`src/rtl/grf_write_arbiter.sv`:
```
// Shares the GRF write port between the pipeline writeback (primary) and a long-latency unit (secondary).
// Tracks outstanding secondary destinations; define GRF_WR_TRACE_EN to print every committed GRF write.
module grf_write_arbiter #(
    parameter int MAX_WAIT = 4,
    parameter int CNT_W    = 3
) (
    input  logic        clk,
    input  logic        reset,
    input  logic        p_we,
    input  logic [4:0]  p_a3,
    input  logic [31:0] p_wd,
    input  logic [31:0] p_pc,
    input  logic        s_req,
    input  logic [4:0]  s_a3,
    input  logic [31:0] s_wd,
    input  logic [31:0] s_pc,
    output logic        s_ack,
    input  logic        alloc_we,
    input  logic [4:0]  alloc_a3,
    output logic [31:0] busy,
    output logic        stall_pipe,
    output logic        grf_we,
    output logic [4:0]  grf_a3,
    output logic [31:0] grf_wd,
    output logic [31:0] grf_pc
);

    typedef enum logic [1:0] {IDLE, WAIT, FORCE} state_t;

    state_t             r_state;
    state_t             w_stateNext;
    logic [CNT_W-1:0]   r_waitCnt;
    logic [CNT_W-1:0]   w_cntNext;
    logic [31:0]        r_busy;
    logic [31:0]        w_busyNext;
    logic               w_ack;
    logic               w_refused;

    assign w_ack      = reset & ~p_we & s_req;
    assign w_refused  = s_req & ~w_ack;
    assign s_ack      = w_ack;
    assign busy       = r_busy;
    assign stall_pipe = (r_state == FORCE);

    // $0 is never written, whichever side owns the port
    always_comb begin
        grf_we = 1'b0;
        grf_a3 = p_a3;
        grf_wd = p_wd;
        grf_pc = p_pc;
        if (p_we) begin
            grf_we = (p_a3 != 5'd0);
        end else if (s_req) begin
            grf_we = (s_a3 != 5'd0);
            grf_a3 = s_a3;
            grf_wd = s_wd;
            grf_pc = s_pc;
        end
        if (!reset) begin
            grf_we = 1'b0;
        end
    end

    always_comb begin
        w_stateNext = r_state;
        w_cntNext   = r_waitCnt;
        case (r_state)
            IDLE: begin
                if (w_refused) begin
                    w_cntNext   = CNT_W'(1);
                    w_stateNext = (MAX_WAIT == 1) ? FORCE : WAIT;
                end
            end
            WAIT: begin
                if (!w_refused) begin
                    w_stateNext = IDLE;
                    w_cntNext   = '0;
                end else begin
                    w_cntNext = r_waitCnt + CNT_W'(1);
                    if (w_cntNext == CNT_W'(MAX_WAIT)) begin
                        w_stateNext = FORCE;
                    end
                end
            end
            FORCE: begin
                if (!w_refused) begin
                    w_stateNext = IDLE;
                    w_cntNext   = '0;
                end
            end
            default: begin
                w_stateNext = IDLE;
                w_cntNext   = '0;
            end
        endcase
    end

    // A fresh allocation overrides a completing write to the same register
    always_comb begin
        w_busyNext = r_busy;
        if (w_ack) begin
            w_busyNext[s_a3] = 1'b0;
        end
        if (alloc_we) begin
            w_busyNext[alloc_a3] = 1'b1;
        end
        w_busyNext[0] = 1'b0;
    end

    always_ff @(posedge clk or negedge reset) begin
        if (!reset) begin
            r_state   <= IDLE;
            r_waitCnt <= '0;
            r_busy    <= '0;
        end else begin
            r_state   <= w_stateNext;
            r_waitCnt <= w_cntNext;
            r_busy    <= w_busyNext;
        end
    end

`ifdef GRF_WR_TRACE_EN
    always @(posedge clk) begin
        if (grf_we) begin
            $display("%d@%h: $%d <= %h", $time, grf_pc, grf_a3, grf_wd);
        end
    end
`else
    // No write trace in this build.
`endif

endmodule

```
`config.mk`:
```
export PLATFORM = sky130hd
export DESIGN_NAME = grf_write_arbiter
export DESIGN_NICKNAME = d
export VERILOG_FILES = /design/src/rtl/grf_write_arbiter.sv
export SDC_FILE = /design/constraint.sdc
export NUM_CORES = 1
export LEC_CHECK = 0
export ABC_AREA = 1
export BUFFER_PORTS_ARGS = -buffer_cell sky130_fd_sc_hd__buf_2
export CAP_MARGIN = 0
export CORE_MARGIN = 5
export CORE_UTILIZATION = 34
export CTS_BUF_LIST = sky130_fd_sc_hd__clkbuf_2 sky130_fd_sc_hd__clkbuf_4 sky130_fd_sc_hd__clkbuf_8
export DETAILED_ROUTE_END_ITERATION = 7
export PLACE_DENSITY = 0.88
export SYNTH_ARGS = -nofsm -noshare
export SYNTH_HDL_FRONTEND = slang
export SYNTH_SLANG_ARGS = --single-unit
```
`constraint.sdc`:
```
create_clock -name clk -period 1.1 [get_ports clk]
set_clock_uncertainty 0.05 [all_clocks]
set_input_delay 0.11 -clock clk [delete_from_list [all_inputs] [get_ports clk]]
set_output_delay 0.11 -clock clk [all_outputs]
set_load 0.05 [all_outputs]
```
==> reports/summary.txt, run 1 <==
Failing checks -> setup timing
CTS tree -> done
CP endpoint kind -> output pin
Drt pass-1 iters -> 5
Crit-path slowest cell -> dfrtp_1
Synth warn -> 0
Post-synth net total -> 613
Pwr/cell area -> 1210 mW/mm²
Root Driver -> clkbuf_8
Number of top-level pins -> 252
Final setup vio count -> 41
Hpwl dp -> 10.5 mm
Flop-to-flop setup slack -> -50 ps
Clock Sinks -> 36
Worst hold slack -> 124 ps
Synth cell types -> 21
Crit-path max FO -> 2
Design area -> 0.00614 mm²
Share of layout cells above drive strength 1 -> 62.8%
TNS Setup -> -1280 ps
Fill count -> 463
Clock buffer depth -> 2
Initial antenna violation count -> 3
Register Area -> 901 µm²
Starting Density -> 34.6%
Hold Startpoint -> alloc_a3[4]
Die Y -> 98.5 µm
Sw frac -> 49.6%
Fmax -> 824 MHz
Pins Over Slew Limit -> 0
Vias per inst -> 5.25
Clk pwr share -> 13.9%
Startpoint class of the critical path -> register
Register area share after synthesis -> 33.8%
Global route overflow -> 0
DP Area -> 0.00450 mm²
Port bufs -> 250
First-pass GRT wire length -> 20.9 mm
RSZ-0062 raised after global routing -> true
Final net count -> 910
Mapped Area -> 0.00266 mm²
Wirelength per Cell -> 20.8 µm
Pin count of the biggest net entering global routing -> 37
LEAKAGE -> 3.37 nW
Number of global-route vias before repair -> 4034
Worst endpoint required time -> 940 ps
Clock-pin slew on the worst setup and hold paths -> 70 ps
Die width -> 98.5 µm
CTS H-tree lvls -> 2
Critical Setup Path Class -> register to output pin
Mapped Cells -> 463
Synth Area per Inst -> 5.75 µm²
Top-count cell post-synth -> nand2_1
Clk_lat worst skew -> 290 ps
Post-synth ARST share -> 100%
Ys flop type -> dfrtp_1
CP Buf/Inv Count -> 3
CTS Buf Count -> 5
Status -> finished, violations left
Gpl congestion -> 1.04
Drt initial violations -> 233
Hold Crit Endpoint -> busy[2]
Cell family with most CP delay -> flip-flops
DRC -> 0
Syn-to-layout area delta -> 131%
Drt total wl -> 18.0 mm
Crit share post-route -> 110%
Peak VDD IR -> 1410 µV
Hold Path Stages -> 4
Comb pwr share -> 61.7%
CORE AREA -> 0.00769 mm²
Tmin final -> 1210 ps
Slowest stage delay, CP -> 400 ps
Int Pwr -> 3.75 mW
Multi-input logic area -> 0.00222 mm²
Reg-to-Reg Start -> r_state[1]
Yosys top cell area share -> 47.9%
Routed Antenna Nets -> 0
Fin. Hold Viols -> 0
Max Cap Violations -> 0
Sequential power share -> 24.4%
Sw Pwr -> 3.69 mW
Cells along the critical path -> inv_2, nand2_4, clkinvlp_4, buf_8
Setup ws final -> -113 ps
Rows -> 32
Total die area -> 0.00970 mm²
RR Endpoint -> r_state[1]
Most frequent cells after synthesis -> nand2_1, dfrtp_1, inv_1
Worst R2R Path Depth -> 6
Flops & latches, synth -> 36
Worst Path Arrival -> 1050 ps
Post-synth EDFFs -> 0
Dominant cell type by area after synthesis -> nand2_1
Gr usage total -> 27.0%
Min-Delay Path Class -> input pin to register
Synth area leaders -> nand2_1, dfrtp_1, nor3_1
Vias -> 4543
## cell families (layout without fill, tap and decap cells)
logic type	after synthesis	after routing	share of synthesized area, %
DFF	36	36	33.8
AOI/OAI and AO/OA	6	6	1.13
buffers and inverters	36	334	6.48
adders and majority gates	2	2	0.940
and+or+nand+nor	381	381	57.1
other	1	3	0.141
xor gates and xnor gates	1	1	0.329
## per-stage QoR
stage          total power, mW  util [%]  setup slack (ps)  std cells
2_1_floorplan             4.23         -             -38.3        463
3_3_place_gp              5.32      58.5              -105        836
3_5_place_dp              5.36      58.5              -110        836
4_1_cts                   6.80      67.6              -107        849
5_1_grt                   7.73      79.9              -162        865
6_report                  7.44      79.9              -113        865
## power by group through the flow
| stage | combinational (mW) | sequential, mW | clock [mW] |
|---|---|---|---|
| floorplan | 1.46 | 2.76 | 0 |
| global placement | 3.51 | 1.81 | 0 |
| detailed placement | 3.55 | 1.81 | 0 |
| CTS | 3.96 | 1.80 | 1.04 |
| global route | 4.77 | 1.85 | 1.11 |
| finish | 4.59 | 1.82 | 1.03 |
## worst register-to-register path: cells and delay by family, from the launching register on
| family | cells | cell delay (ps) |
|---|---|---|
| buffers and inverters | 3 | 370 |
| flip-flops | 1 | 410 |
| AND/OR/NAND/NOR | 3 | 210 |
## worst max path at each step
stage                     startpoint         end  slack (ps)  depth (start not counted)
after floorplan                s_req  grf_pc[31]         -40                          5
after global placement          p_we   grf_wd[0]        -100                          8
after detailed placement        p_we   grf_pc[3]        -110                          8
after CTS                 r_state[0]  stall_pipe        -110                          4
after global routing      r_state[0]  stall_pipe        -160                          4
final                     r_state[0]  stall_pipe        -110                          4
## sequential cells by signal, indices dropped and copies added, names as in the netlist
| name | count |
|---|---|
| busy | 31 |
| r_waitCnt | 3 |
| r_state | 2 |
## placed cells by master (no fill, tap or decap), types with 2 or more instances in the layout
master        n
nor2_4        2
diode_2       2
nand2_4      42
inv_1        14
nor3_2        2
buf_4        45
clkinvlp_4    2
o21ai_2       5
buf_8        57
clkbuf_8      6
dfrtp_1      36
buf_12        9
buf_16        2
inv_2         2
nand2_2      95
nor3_1       14
buf_6        14
buf_2       151
nand2_1     203
nand3_1       9
nand3_2       3
clkbuf_4     21
clkinv_8      2
nor2_1        4
clkbuf_16     7
nor2_2        4
## area by class of cell
cell class | count | share of cell area, %
diodes | 2 | 0.0815
clock buffers | 8 | 1.59
inverters | 20 | 1.67
multi-input cells | 391 | 36.1
flip-flops and latches | 36 | 14.7
well taps | 102 | 2.08
repair buffers | 305 | 43.5
repair inverters | 1 | 0.265
## timing repair
item	CTS	global route
endpoints found under the hold margin	36	0
buffers inserted	2	4
pin swaps	0	20
cloned	2	10
endpoints found under the setup margin	76	96
gates resized for setup	166	203
hold buffers	1	0
## routing by layer
metal	up-vias	global-route usage (%)	part of all wire, %
met5	-	0	0.11
met4	2	9.45	6.0
met3	90	5.94	11
met2	354	50.3	51
met1	2102	30.2	32
li1	1995	-	-
No activity file was read; power rests on OpenSTA's default activity.
==> run 2: changes to the inputs <==
--- a/config.mk
+++ b/config.mk
@@ -8,7 +8,7 @@
 export ABC_AREA = 1
 export BUFFER_PORTS_ARGS = -buffer_cell sky130_fd_sc_hd__buf_2
 export CAP_MARGIN = 0
-export CORE_MARGIN = 5
+export CORE_MARGIN = 10
 export CORE_UTILIZATION = 34
 export CTS_BUF_LIST = sky130_fd_sc_hd__clkbuf_2 sky130_fd_sc_hd__clkbuf_4 sky130_fd_sc_hd__clkbuf_8
 export DETAILED_ROUTE_END_ITERATION = 7
==> run 2 against run 1 <==
  * The flow still finishes with violations (setup timing)
  * Count of clock-buffer cells in the layout decreased by 2
  * Hold slack better by 26 ps
  * Utilization up 7.3 points
  * Flip-flop and latch count unchanged
  * First-iteration DRC count up 13%
  * Sequential power is essentially flat
  * Clock power grew 15%
  * Power grew 5.8%
  * Combinational power up 6.3%
  * Global-route usage is 2.9 points lower
  * Critical path type is now input pin to output pin
  * Largest cell class unchanged
  * Highest routed layer is now met4
==> reports/summary.txt, run 2 (synthesis gave the netlist of run 1 again) <==
Status -> finished, violations left (unchanged)
Failing checks -> setup timing (unchanged)
Slowest stage delay, CP -> 180 ps (was 400 ps)
First-pass GRT wire length -> 22.6 mm (was 20.9 mm)
CORE AREA -> 0.00769 mm² (unchanged)
Syn-to-layout area delta -> 152% (was 131%)
TNS Setup -> -3830 ps (was -1280 ps)
Vias per inst -> 5.29 (was 5.25)
Commonest non-fill, non-tap cell in the layout -> nand2_1 (unchanged)
Number of top-level pins -> 252 (unchanged)
Cells along the critical path -> buf_8, inv_8, nand2_8, clkinv_8, buf_4, buf_8, nand2_1, nand2_2, buf_6 (was inv_2, nand2_4, clkinvlp_4, buf_8)
Worst Path Arrival -> 1130 ps (was 1050 ps)
Most frequent CP cell -> buf_8
Die Y -> 108 µm (was 98.5 µm)
LEAKAGE -> 3.67 nW (was 3.37 nW)
Pwr/cell area -> 1170 mW/mm² (was 1210 mW/mm²)
DP Worst Slack -> -147 ps (was -110 ps)
CP endpoint kind -> output pin (unchanged)
Total die area -> 0.0118 mm² (was 0.00970 mm²)
CTS H-tree lvls -> 2 (unchanged)
Pin count of the biggest net entering global routing -> 37 (unchanged)
Max FFs per register -> 31 (unchanged)
Pins Over Slew Limit -> 0 (unchanged)
Global route overflow -> 0 (unchanged)
Worst endpoint required time -> 940 ps (about the same)
Crit share post-route -> 117% (was 110%)
Crit-path max FO -> 9 (was 2)
Root Driver -> clkbuf_8 (unchanged)
Number of global-route vias before repair -> 4283 (was 4034)
Gr usage total -> 24.1% (was 27.0%)
DP Area -> 0.00455 mm² (was 0.00450 mm²)
Drt total wl -> 21.0 mm (was 18.0 mm)
Final setup vio count -> 70 (was 41)
Crit-path slowest cell -> nand2_1 (was dfrtp_1)
Leading cell types in the layout, fill and taps excluded -> nand2_1, buf_2, nand2_2 (unchanged)
CTS Buf Count -> 5 (unchanged)
Share of layout cells above drive strength 1 -> 68.2% (was 62.8%)
Flop-to-flop setup slack -> -30 ps (was -50 ps)
Drt pass-1 iters -> 5 (unchanged)
Final net count -> 920 (was 910)
Drt initial violations -> 263 (was 233)
CTS tree -> done (unchanged)
Fill count -> 371 (was 463)
Critical Setup Path Class -> input pin to output pin (was register to output pin)
Peak VDD IR -> 1380 µV (was 1410 µV)
Design area -> 0.00670 mm² (was 0.00614 mm²)
Fin. Hold Viols -> 0 (unchanged)
Setup ws final -> -186 ps (was -113 ps)
Register Area -> 901 µm² (unchanged)
Clock Sinks -> 36 (unchanged)
Starting Density -> 34.6% (unchanged)
Clk_lat worst skew -> 290 ps (about the same)
Min-Delay Path Class -> input pin to register (unchanged)
RSZ-0062 raised after global routing -> true (unchanged)
Fmax -> 778 MHz (was 824 MHz)
Port bufs -> 250 (unchanged)
DRC -> 0 (unchanged)
Rows -> 32 (unchanged)
Max Cap Violations -> 0 (unchanged)
Clock buffer depth -> 2 (unchanged)
Wirelength per Cell -> 23.8 µm (was 20.8 µm)
Hpwl dp -> 11.7 mm (was 10.5 mm)
Clock-pin slew on the worst setup and hold paths -> 70 ps (about the same)
Gpl congestion -> 0.973 (was 1.04)
Initial antenna violation count -> 6 (was 3)
Die width -> 108 µm (was 98.5 µm)
Tmin final -> 1290 ps (was 1210 ps)
Startpoint class of the critical path -> input pin (was register)
Multi-input logic area -> 0.00257 mm² (was 0.00222 mm²)
Vias -> 4676 (was 4543)
Routed Antenna Nets -> 0 (unchanged)
[run 2: cell types whose count changed in the layout (fill, tap and decap cells not counted), moves of 3 or more]
cell,previous run,this run
diode_2,2,11
nand2_2,95,90
nand2_4,42,81
nand2_1,203,169
nand3_2,3,6
nand3_1,9,6
o21ai_2,5,2
buf_8,57,68
o21ai_4,1,4
[run 2: metrics by stage]
| stage | utilization (%) | hold WS (ps) | power [mW] | instances |
|---|---|---|---|---|
| 5_1_grt | 87.0 | 162 | 8.15 | 880 |
| 6_report | 87.2 | 150 | 7.87 | 884 |
| 3_5_place_dp | 59.2 | 238 | 5.39 | 843 |
| 2_1_floorplan | - | -236 | 4.23 | 463 |
| 4_1_cts | 68.5 | 116 | 6.99 | 856 |
| 3_3_place_gp | 59.2 | 233 | 5.35 | 843 |
[run 2: path summary, 6_finish.rpt]
check / from / endpoint / depth (start not counted)
worst max-delay path: p_we / grf_pc[26] / 9
worst min-delay path: alloc_a3[2] / busy[3] / 4
worst max register to register: r_waitCnt[0] / r_state[0] / 5
worst min register to register: busy[22] / busy[22] / 2
max in group asynchronous: reset / busy[29] / 3
min in group asynchronous: reset / busy[6] / 3
[run 2: cell type report]
cell class | instances | share of cell area (%)
Sequential cell | 36 | 13.4
Clock buffer | 6 | 1.14
Timing Repair Buffer | 316 | 42.7
Tap cell | 102 | 1.90
Multi-Input combinational cell | 391 | 38.4
Clock inverter | 2 | 0.523
Inverter | 20 | 1.53
Antenna cell | 11 | 0.411
[run 2: worst max-delay path: cells and delay by family]
kind	cells	cell delay, ps
AND/OR/NAND/NOR	3	370
buffers and inverters	6	640
[run 2: power breakdown]
group,switching [mW],leakage [nW],internal [mW]
Clock,0.484,0.0587,0.697
Sequential,0.196,0.426,1.61
Combinational,3.18,3.19,1.70
Total,3.86,3.67,4.01
[run 2: per-layer routing]
layer,wire length [µm],part of all wire [%],track usage (%)
met5,0,0,0
met4,1470,7.0,10.9
met3,2400,11,5.47
met2,10300,49,44.3
met1,6820,32,25.6
[run 2: what timing repair did]
item	CTS	global route
hold buffers	1	0
gates cloned	1	11
setup buffers	3	8
hold endpoints to repair	36	0
setup endpoints to repair	77	97
resized for setup	171	301
pin swaps	0	33
